## src/rtl/phase_reader.sv

```systemverilog
// rtl/phase_reader.sv - ring-oscillator phase reader: synchronize, count XOR mismatches over a window, decide spin
module phase_reader #(
    parameter int WIDTH       = 16,
    parameter int SYNC_STAGES = 2
) (
    input  logic             clk,
    input  logic             rst,
    input  logic             start,
    input  logic [WIDTH-1:0] window_len,
    input  logic             osc_a,
    input  logic             osc_b,
    output logic             busy,
    output logic             done,
    output logic [WIDTH-1:0] mismatch_count,
    output logic             spin
);

    typedef enum logic [1:0] {IDLE, SETTLE, MEASURE, REPORT} state_t;

    localparam logic [WIDTH-1:0] SETTLE_LAST = WIDTH'(SYNC_STAGES - 1);

    state_t                 state_q, state_d;
    logic [SYNC_STAGES-1:0] sync_a_q, sync_a_d;
    logic [SYNC_STAGES-1:0] sync_b_q, sync_b_d;
    logic [WIDTH-1:0]       timer_q, timer_d;
    logic [WIDTH-1:0]       cnt_q, cnt_d;
    logic [WIDTH-1:0]       len_q, len_d;
    logic [WIDTH-1:0]       mismatch_q, mismatch_d;
    logic                   busy_q, busy_d;
    logic                   done_q, done_d;
    logic                   spin_q, spin_d;
    logic                   diff;

    assign diff = sync_a_q[SYNC_STAGES-1] ^ sync_b_q[SYNC_STAGES-1];

    always_comb begin
        state_d    = state_q;
        sync_a_d   = {sync_a_q[SYNC_STAGES-2:0], osc_a};
        sync_b_d   = {sync_b_q[SYNC_STAGES-2:0], osc_b};
        timer_d    = timer_q;
        cnt_d      = cnt_q;
        len_d      = len_q;
        mismatch_d = mismatch_q;
        busy_d     = busy_q;
        done_d     = 1'b0;
        spin_d     = spin_q;
        case (state_q)
            IDLE: begin
                busy_d = 1'b0;
                if (start) begin
                    len_d   = window_len;
                    cnt_d   = '0;
                    timer_d = '0;
                    busy_d  = 1'b1;
                    state_d = SETTLE;
                end
            end
            SETTLE: begin
                // Flush the synchronizers so the first sample belongs to this measurement
                if (timer_q == SETTLE_LAST) begin
                    timer_d = '0;
                    state_d = (len_q == '0) ? REPORT : MEASURE;
                end else begin
                    timer_d = timer_q + WIDTH'(1);
                end
            end
            MEASURE: begin
                cnt_d = cnt_q + WIDTH'(diff);
                if (timer_q == len_q - WIDTH'(1)) begin
                    state_d = REPORT;
                end else begin
                    timer_d = timer_q + WIDTH'(1);
                end
            end
            REPORT: begin
                done_d     = 1'b1;
                mismatch_d = cnt_q;
                // One extra bit so 2*count cannot overflow; a tie stays in phase
                spin_d     = ({cnt_q, 1'b0} > {1'b0, len_q});
                state_d    = IDLE;
            end
            default: state_d = IDLE;
        endcase
    end

    always_ff @(posedge clk) begin
        if (rst) begin
            state_q    <= IDLE;
            sync_a_q   <= '0;
            sync_b_q   <= '0;
            timer_q    <= '0;
            cnt_q      <= '0;
            len_q      <= '0;
            mismatch_q <= '0;
            busy_q     <= 1'b0;
            done_q     <= 1'b0;
            spin_q     <= 1'b0;
        end else begin
            state_q    <= state_d;
            sync_a_q   <= sync_a_d;
            sync_b_q   <= sync_b_d;
            timer_q    <= timer_d;
            cnt_q      <= cnt_d;
            len_q      <= len_d;
            mismatch_q <= mismatch_d;
            busy_q     <= busy_d;
            done_q     <= done_d;
            spin_q     <= spin_d;
        end
    end

    assign busy           = busy_q;
    assign done           = done_q;
    assign mismatch_count = mismatch_q;
    assign spin           = spin_q;

endmodule

```

## config.mk

```make
export PLATFORM = sky130hd
export DESIGN_NAME = phase_reader
export DESIGN_NICKNAME = d
export VERILOG_FILES = /design/src/rtl/phase_reader.sv
export SDC_FILE = /design/constraint.sdc
export NUM_CORES = 1
export LEC_CHECK = 0
export CAP_MARGIN = 20
export CORE_MARGIN = 2
export CORE_UTILIZATION = 35
export CTS_CLUSTER_SIZE = 8
export DETAILED_ROUTE_END_ITERATION = 10
export SYNTH_ARGS = -nofsm -noshare
export SYNTH_HDL_FRONTEND = slang
export SYNTH_SLANG_ARGS = --single-unit
```

## constraint.sdc

```tcl
create_clock -name clk -period 5.6 [get_ports clk]
set_input_delay 1.12 -clock clk [delete_from_list [all_inputs] [get_ports clk]]
set_output_delay 1.12 -clock clk [all_outputs]
set_load 0.01 [all_outputs]
```

==> impl_metrics.py, run 1 <==
metrics = {
    "outcome": {
        "status": "finished, final reports clean",
    },
    "detailed_routing": {
        "detail_route.drc_violations": 0,
        "drt.antenna.violating_nets": 0,
        "drtIter0Drc": 166,
        "wire_per_inst_um": 15.4,
        "drt-total-wl_mm": 10.5,
        "drtPass1Iterations": 4,
        "viasPerCell": 5.53,
        "dr_total_vias": 3761,
    },
    "synth": {
        "syn_nets": 553,
        "synth.most_common_cell": "dfxtp_1",
        "ys_seq_elements": 73,
        "yosys_warnings": 0,
        "ys.flop_type": "dfxtp_1",
        "ys_seq_area_frac": 0.354,
        "synth_area_leader_cell": "dfxtp_1",
        "synth_top_cell_area_share": 0.354,
        "netlist_area_um2": 4130,
        "ys_top_cells_by_count": "dfxtp_1, nand2_1, nor2_1",
        "synth_cell_type_count": 53,
        "synth_area_leaders": "dfxtp_1, ha_1, a21oi_1",
        "synth_edf_count": 0,
        "syn_avg_cell_area_um2": 8.13,
        "synthCells": 508,
        "synthArstFlopShare": 0,
    },
    "run": {
        "cap_violations": 0,
    },
    "clock_tree": {
        "cts_hold_buf": 0,
        "htree_levels": 3,
        "post_cts_buffers": 0,
        "insertion_delay_ns": 0.34,
        "cts_root_buf": "clkbuf_16",
        "clk_path_buf_depth": 2,
        "numClockSinks": 73,
        "cts_tree": "done",
        "cts.clk_slew.worst_paths_ns": 0.06,
        "postCtsResizedCells": 0,
        "numCtsBuffers": 9,
    },
    "pwr": {
        "pwr-share-seq": 0.355,
        "p_comb_frac": 0.289,
        "leakage_nw": 1.79,
        "power_switching_mw": 0.590,
        "p_clk_frac": 0.355,
        "pwr_density_cell_nw_per_um2": 345,
        "swShare": 0.349,
        "p_int_mw": 1.10,
        "peakVddDrop_uv": 194,
        "finalPower_mw": 1.69,
    },
    "sta": {
        "fin_skew_ns": 0.0135,
        "layout_min_cycle_time_ns": 3.01,
        "slew_headroom": 0.353,
        "setup_ws_ns": 2.59,
        "max_freq_ghz": 0.332,
        "setup_viol": 0,
        "min_period_over_period": 0.537,
        "finalHoldViolCount": 0,
        "tightest_slew_ns": 0.964,
        "rsz0062_at_grt": "false",
        "slew_viol_final": 0,
        "setup_tns_ns": 0,
        "hold-worst-slack_ns": 0.448,
    },
    "global_route": {
        "antenna_found_initial": 0,
        "grt_util_met1": 0.218,
        "use_met2": 0.273,
        "grt_usage": 0.167,
        "grt_pass1_vias": 3676,
        "grt_first_pass_wirelength_mm": 17.4,
        "gr-total-overflow": 0,
        "use_met3": 0.0394,
        "busiest_layer": "met2",
        "grt_max_degree": 37,
    },
    "die": {
        "start_util": 0.360,
        "io_pins": 40,
        "core-area_um2": 11500,
        "chipHeight_um": 113,
        "dieWidth_um": 113,
        "rows": 39,
        "dieArea_um2": 12700,
    },
    "critical_path": {
        "critPathBufInv": 1,
        "path_cells": "clkdlybuf4s50_1 -> nand2b_1 -> nor2b_1 -> nand3_1 -> nor4bb_1 -> mux2i_1 -> a21oi_1",
        "reg2reg_slack_ns": 2.79,
        "slowest_stage": "nor2b_1",
        "ff2ff_path_depth": 8,
        "required_ns": 5.87,
        "crit_family": "simple AND/OR/NAND/NOR gates",
        "cp-start-kind": "input port",
        "r2r-start": "len_q[6]$_SDFFE_PP0P_",
        "endpoint_kind": "flip-flop",
        "path_max_fanout": 12,
        "arrival_ns": 3.28,
        "timing.rr.end": "timer_q[15]$_SDFFE_PP0P_",
        "critPathKind": "input port to flip-flop",
        "max_stage_delay_ns": 0.62,
    },
    "placement": {
        "io_buffers": 39,
        "place_inst": 664,
        "place_hpwl_mm": 7.64,
        "pre_cts_ws_ns": 2.27,
        "gp_congestion": 0.834,
    },
    "min_path": {
        "holdPathStages": 1,
        "hp-start": "sync_b_q[0]$_SDFF_PP0_",
        "hold_class": "flip-flop to flip-flop",
        "hold_end": "sync_b_q[1]$_SDFF_PP0_",
    },
    "final_layout": {
        "syn_to_final_growth_pct": 18.4,
        "finalNonFillerCells": 680,
        "layout-drive-gt1-share": 0.0503,
        "antenna_cells": 0,
        "nNetsFinal": 577,
    },
}
[per-layer routing]
layer / share of wire / wire, µm / vias up
li1: - / - / 1861
met1: 0.47 / 4970 / 1775
met2: 0.47 / 4870 / 115
met3: 0.049 / 518 / 10
met4: 0.012 / 121 / 0
met5: 0 / 0 / -
[power by group through the flow]
stage | combinational [mW] | sequential [mW] | clock [mW]
CTS | 0.487 | 0.599 | 0.614
global placement | 0.468 | 0.609 | 0
global route | 0.551 | 0.606 | 0.636
finish | 0.489 | 0.600 | 0.600
detailed placement | 0.483 | 0.610 | 0
floorplan | 0.391 | 0.589 | 0
[state kept, by name (all words and copies together), names as in the netlist]
name / cells
busy: 1
cnt_q: 16
done: 1
len_q: 16
mismatch_count: 16
spin: 1
state_q: 2
sync_a_q: 2
sync_b_q: 2
timer_q: 16
[through the flow]
stage | cell area [µm²] | utilization
2_1_floorplan | 4130 | -
3_3_place_gp | 4580 | 0.399
3_5_place_dp | 4580 | 0.399
4_1_cts | 4890 | 0.427
5_1_grt | 4890 | 0.427
6_report | 4890 | 0.427
[logic make-up after synthesis]
logic type	share of synthesized area
flip-flops	0.354
XOR/XNOR	0.0551
adder cells (fa/ha/maj)	0.0727
AO/OA/AOI/OAI	0.171
buffers and inverters	0.0581
multiplexers	0.0460
AND/OR/NAND/NOR	0.243
[area by class of cell]
type	count	area, µm²
clock buffer	10	239
clock inverter	6	72.6
fill	1143	6580
inverter	29	109
multi-input combinational	378	2430
sequential	73	1460
tap	143	179
timing repair buffer	41	400
[cell usage in the layout (no fill, tap or decap), types with 3 or more instances in the layout]
cell             count
xnor2_1             10
nand2_1             48
ha_1                24
nand4b_1             8
nand4_1             14
a21oi_1             43
nor3_1               7
nor4_1               9
a21o_1               3
o21ai_1             10
a31oi_1              5
and3_1              12
clkbuf_16            9
nand2b_1             7
clkdlybuf4s50_1     38
or3_1                5
nand3_1             10
o21ai_0             30
nor2b_1             10
nor2_1              44
nor4b_1              3
dfxtp_1             73
o41ai_1              3
o31ai_1              3
mux2i_1             19
xor2_1              16
inv_1               29
a211oi_1             3
[worst reg2reg max path: stages, from the launching register on]
cell	delay (ns)
dfxtp_1	0.37
or4_1	0.66
nor4_2	0.31
nand3_1	0.11
a221oi_1	0.30
o2111a_2	0.29
nand3_2	0.31
mux2i_1	0.26
a21oi_1	0.09
[worst max-delay path by stage]
stage	endpoint	slack (ns)	depth (start not counted)	start
after floorplan	timer_q[10]$_SDFFE_PP0P_	3.04	11	len_q[2]$_SDFFE_PP0P_
after global placement	cnt_q[13]$_SDFFE_PP0P_	2.36	8	start
after detailed placement	timer_q[14]$_SDFFE_PP0P_	2.27	7	start
after CTS	cnt_q[13]$_SDFFE_PP0P_	2.64	8	start
after global routing	cnt_q[13]$_SDFFE_PP0P_	2.30	8	start
final	timer_q[15]$_SDFFE_PP0P_	2.59	7	start
Power figures use the tool's default switching activity.
==> inputs of run 2 (changes only) <==
clock period = 2.6 ns   (was 5.6 ns; I/O delays follow)
==> run 2 against run 1 <==
First-iteration DRC count up 29%. Die area unchanged. Design area up 6.3%. Power up 140%. Global-route usage up 0.43 points. Final cell count up 4.3%. Clock-buffer cell count down 1. Worst hold slack worse by 0.0099 ns. Register-to-register slack worse by 2.8 ns. Core utilization up 2.7 points. Worst setup slack worse by 2.6 ns. Sequential share of layout area down 1.8 points. Largest power group is now the clock network. Highest routed layer unchanged.
==> impl_metrics.py, run 2 (synthesis gave the netlist of run 1 again) <==
metrics = {
    "final_layout": {
        "final_cell_mix": "dfxtp_1, nand2_1, nor2_1, a21oi_1, clkdlybuf4s50_1",
        "nNetsFinal": 608,
        "syn_to_final_growth_pct": 25.9,
        "fin_area_um2": 5200,
        "antenna_cells": 0,
        "layout-drive-gt1-share": 0.111,
        "final_common_cell": "dfxtp_1",
        "final_util": 0.453,
    },
    "clock_tree": {
        "cts_tree": "done",
        "clk_path_buf_depth": 2,
        "numCtsBuffers": 9,
        "post_cts_buffers": 0,
        "numClockSinks": 73,
        "insertion_delay_ns": 0.34,
        "cts.clk_slew.worst_paths_ns": 0.06,
        "cts_hold_buf": 0,
        "htree_levels": 3,
        "cts_root_buf": "clkbuf_16",
    },
    "die": {
        "dieArea_um2": 12700,
        "io_pins": 40,
        "dieWidth_um": 113,
        "chipHeight_um": 113,
        "core-area_um2": 11500,
        "start_util": 0.360,
        "rows": 39,
    },
    "placement": {
        "place_hpwl_mm": 7.98,
        "gp_congestion": 0.861,
        "io_buffers": 39,
        "place_area_um2": 4800,
        "pre_cts_ws_ns": -0.0443,
    },
    "detailed_routing": {
        "routed-wl-met2_mm": 4.85,
        "viasPerCell": 5.45,
        "drtPass1Iterations": 4,
        "drt-total-wl_mm": 11.1,
        "drt.antenna.violating_nets": 0,
        "drtIter0Drc": 214,
        "met3_length_um": 468,
        "m1WireLength_mm": 5.63,
        "detail_route.drc_violations": 0,
        "highest_layer": "met4",
        "wire_per_inst_um": 15.7,
        "dr_total_vias": 3862,
    },
    "global_route": {
        "grt_max_degree": 30,
        "grt_pass1_vias": 3570,
        "gr-total-overflow": 0,
        "grt_usage": 0.172,
        "grt_first_pass_wirelength_mm": 17.7,
        "antenna_found_initial": 0,
    },
    "sta": {
        "slew_viol_final": 0,
        "setup_ws_ns": 0.0330,
        "tightest_slew_ns": 0.477,
        "finalHoldViolCount": 0,
        "rsz0062_at_grt": "true",
        "max_freq_ghz": 0.390,
        "setup_viol": 0,
        "min_period_over_period": 0.987,
        "slew_headroom": 0.678,
        "fin_skew_ns": 0.00572,
        "layout_min_cycle_time_ns": 2.57,
    },
    "pwr": {
        "peakVddDrop_uv": 410,
        "leakage_nw": 1.97,
        "pwr_density_cell_nw_per_um2": 768,
    },
    "critical_path": {
        "required_ns": 2.87,
        "path_max_fanout": 8,
        "cp-start-kind": "flip-flop",
        "critPathKind": "flip-flop to flip-flop",
        "arrival_ns": 2.84,
        "endpoint_kind": "flip-flop",
    },
    "run": {
        "cap_violations": 0,
    },
    "min_path": {
        "hold_class": "flip-flop to flip-flop",
    },
    "outcome": {
        "status": "finished, final reports clean",
    },
}
## run 2: repair_timing
| action | in CTS | in global routing |
|---|---|---|
| setup endpoints to repair | 3 | 18 |
| gates cloned | 0 | 1 |
| resized for setup | 2 | 12 |
| pin swaps | 1 | 15 |
## run 2: final timing paths
path | startpoint | to | slack [ns] | cells past startpoint
setup / recovery | len_q[3]$_SDFFE_PP0P_ | timer_q[1]$_SDFFE_PP0P_ | 0.03 | 8
hold / removal | sync_b_q[0]$_SDFF_PP0_ | sync_b_q[1]$_SDFF_PP0_ | 0.44 | 1
setup reg to reg | len_q[3]$_SDFFE_PP0P_ | timer_q[1]$_SDFFE_PP0P_ | 0.03 | 8
hold reg to reg | sync_b_q[0]$_SDFF_PP0_ | sync_b_q[1]$_SDFF_PP0_ | 0.44 | 1
## run 2: area by class of cell
class / count / area (µm²)
fillers: 1096 / 6270
well taps: 143 / 179
multi-input cells: 379 / 2490
flip-flops and latches: 73 / 1460
repair buffers: 71 / 629
inverters: 29 / 109
clock buffers: 9 / 225
clock inverters: 5 / 106
## run 2: critical path: stages, from the launching register on
cell,delay (ns)
dfxtp_1,0.32
or4_4,0.61
nor2_4,0.18
o221a_1,0.20
a211oi_1,0.05
o2111a_2,0.30
and3_4,0.20
or4_1,0.50
a21oi_1,0.13
## run 2: stage by stage
stage / TNS (ns) / hold WS (ns) / total power, mW / cells
6_report: 0 / 0.438 / 3.99 / 709
5_1_grt: -0.501 / 0.460 / 4.22 / 709
4_1_cts: 0 / 0.444 / 3.95 / 708
3_5_place_dp: -0.0443 / 0.428 / 2.51 / 694
3_3_place_gp: 0 / 0.415 / 2.48 / 694
2_1_floorplan: 0 / 0.414 / 2.11 / 508
## run 2: layer usage
metal | vias up | GRT usage
li1 | 1919 | -
met1 | 1821 | 0.242
met2 | 106 | 0.264
met3 | 16 | 0.0324
met4 | 0 | 0.0561
met5 | - | 0
## run 2: where the power goes
part           switching [mW]  total (mW)  internal (mW)  leakage [nW]
clock                   0.475        1.40          0.927         0.158
sequential             0.0671        1.26           1.19         0.592
combinational           0.793        1.34          0.543          1.22
total                    1.33        3.99           2.66          1.97
==> inputs of run 3 (changes only) <==
ABC_CLOCK_PERIOD_IN_PS = 2600   (was unset)
GPL_ROUTABILITY_DRIVEN = 0   (was unset)
==> results of run 3 <==
The final DEF is identical to that of run 2; final timing and power are the same.
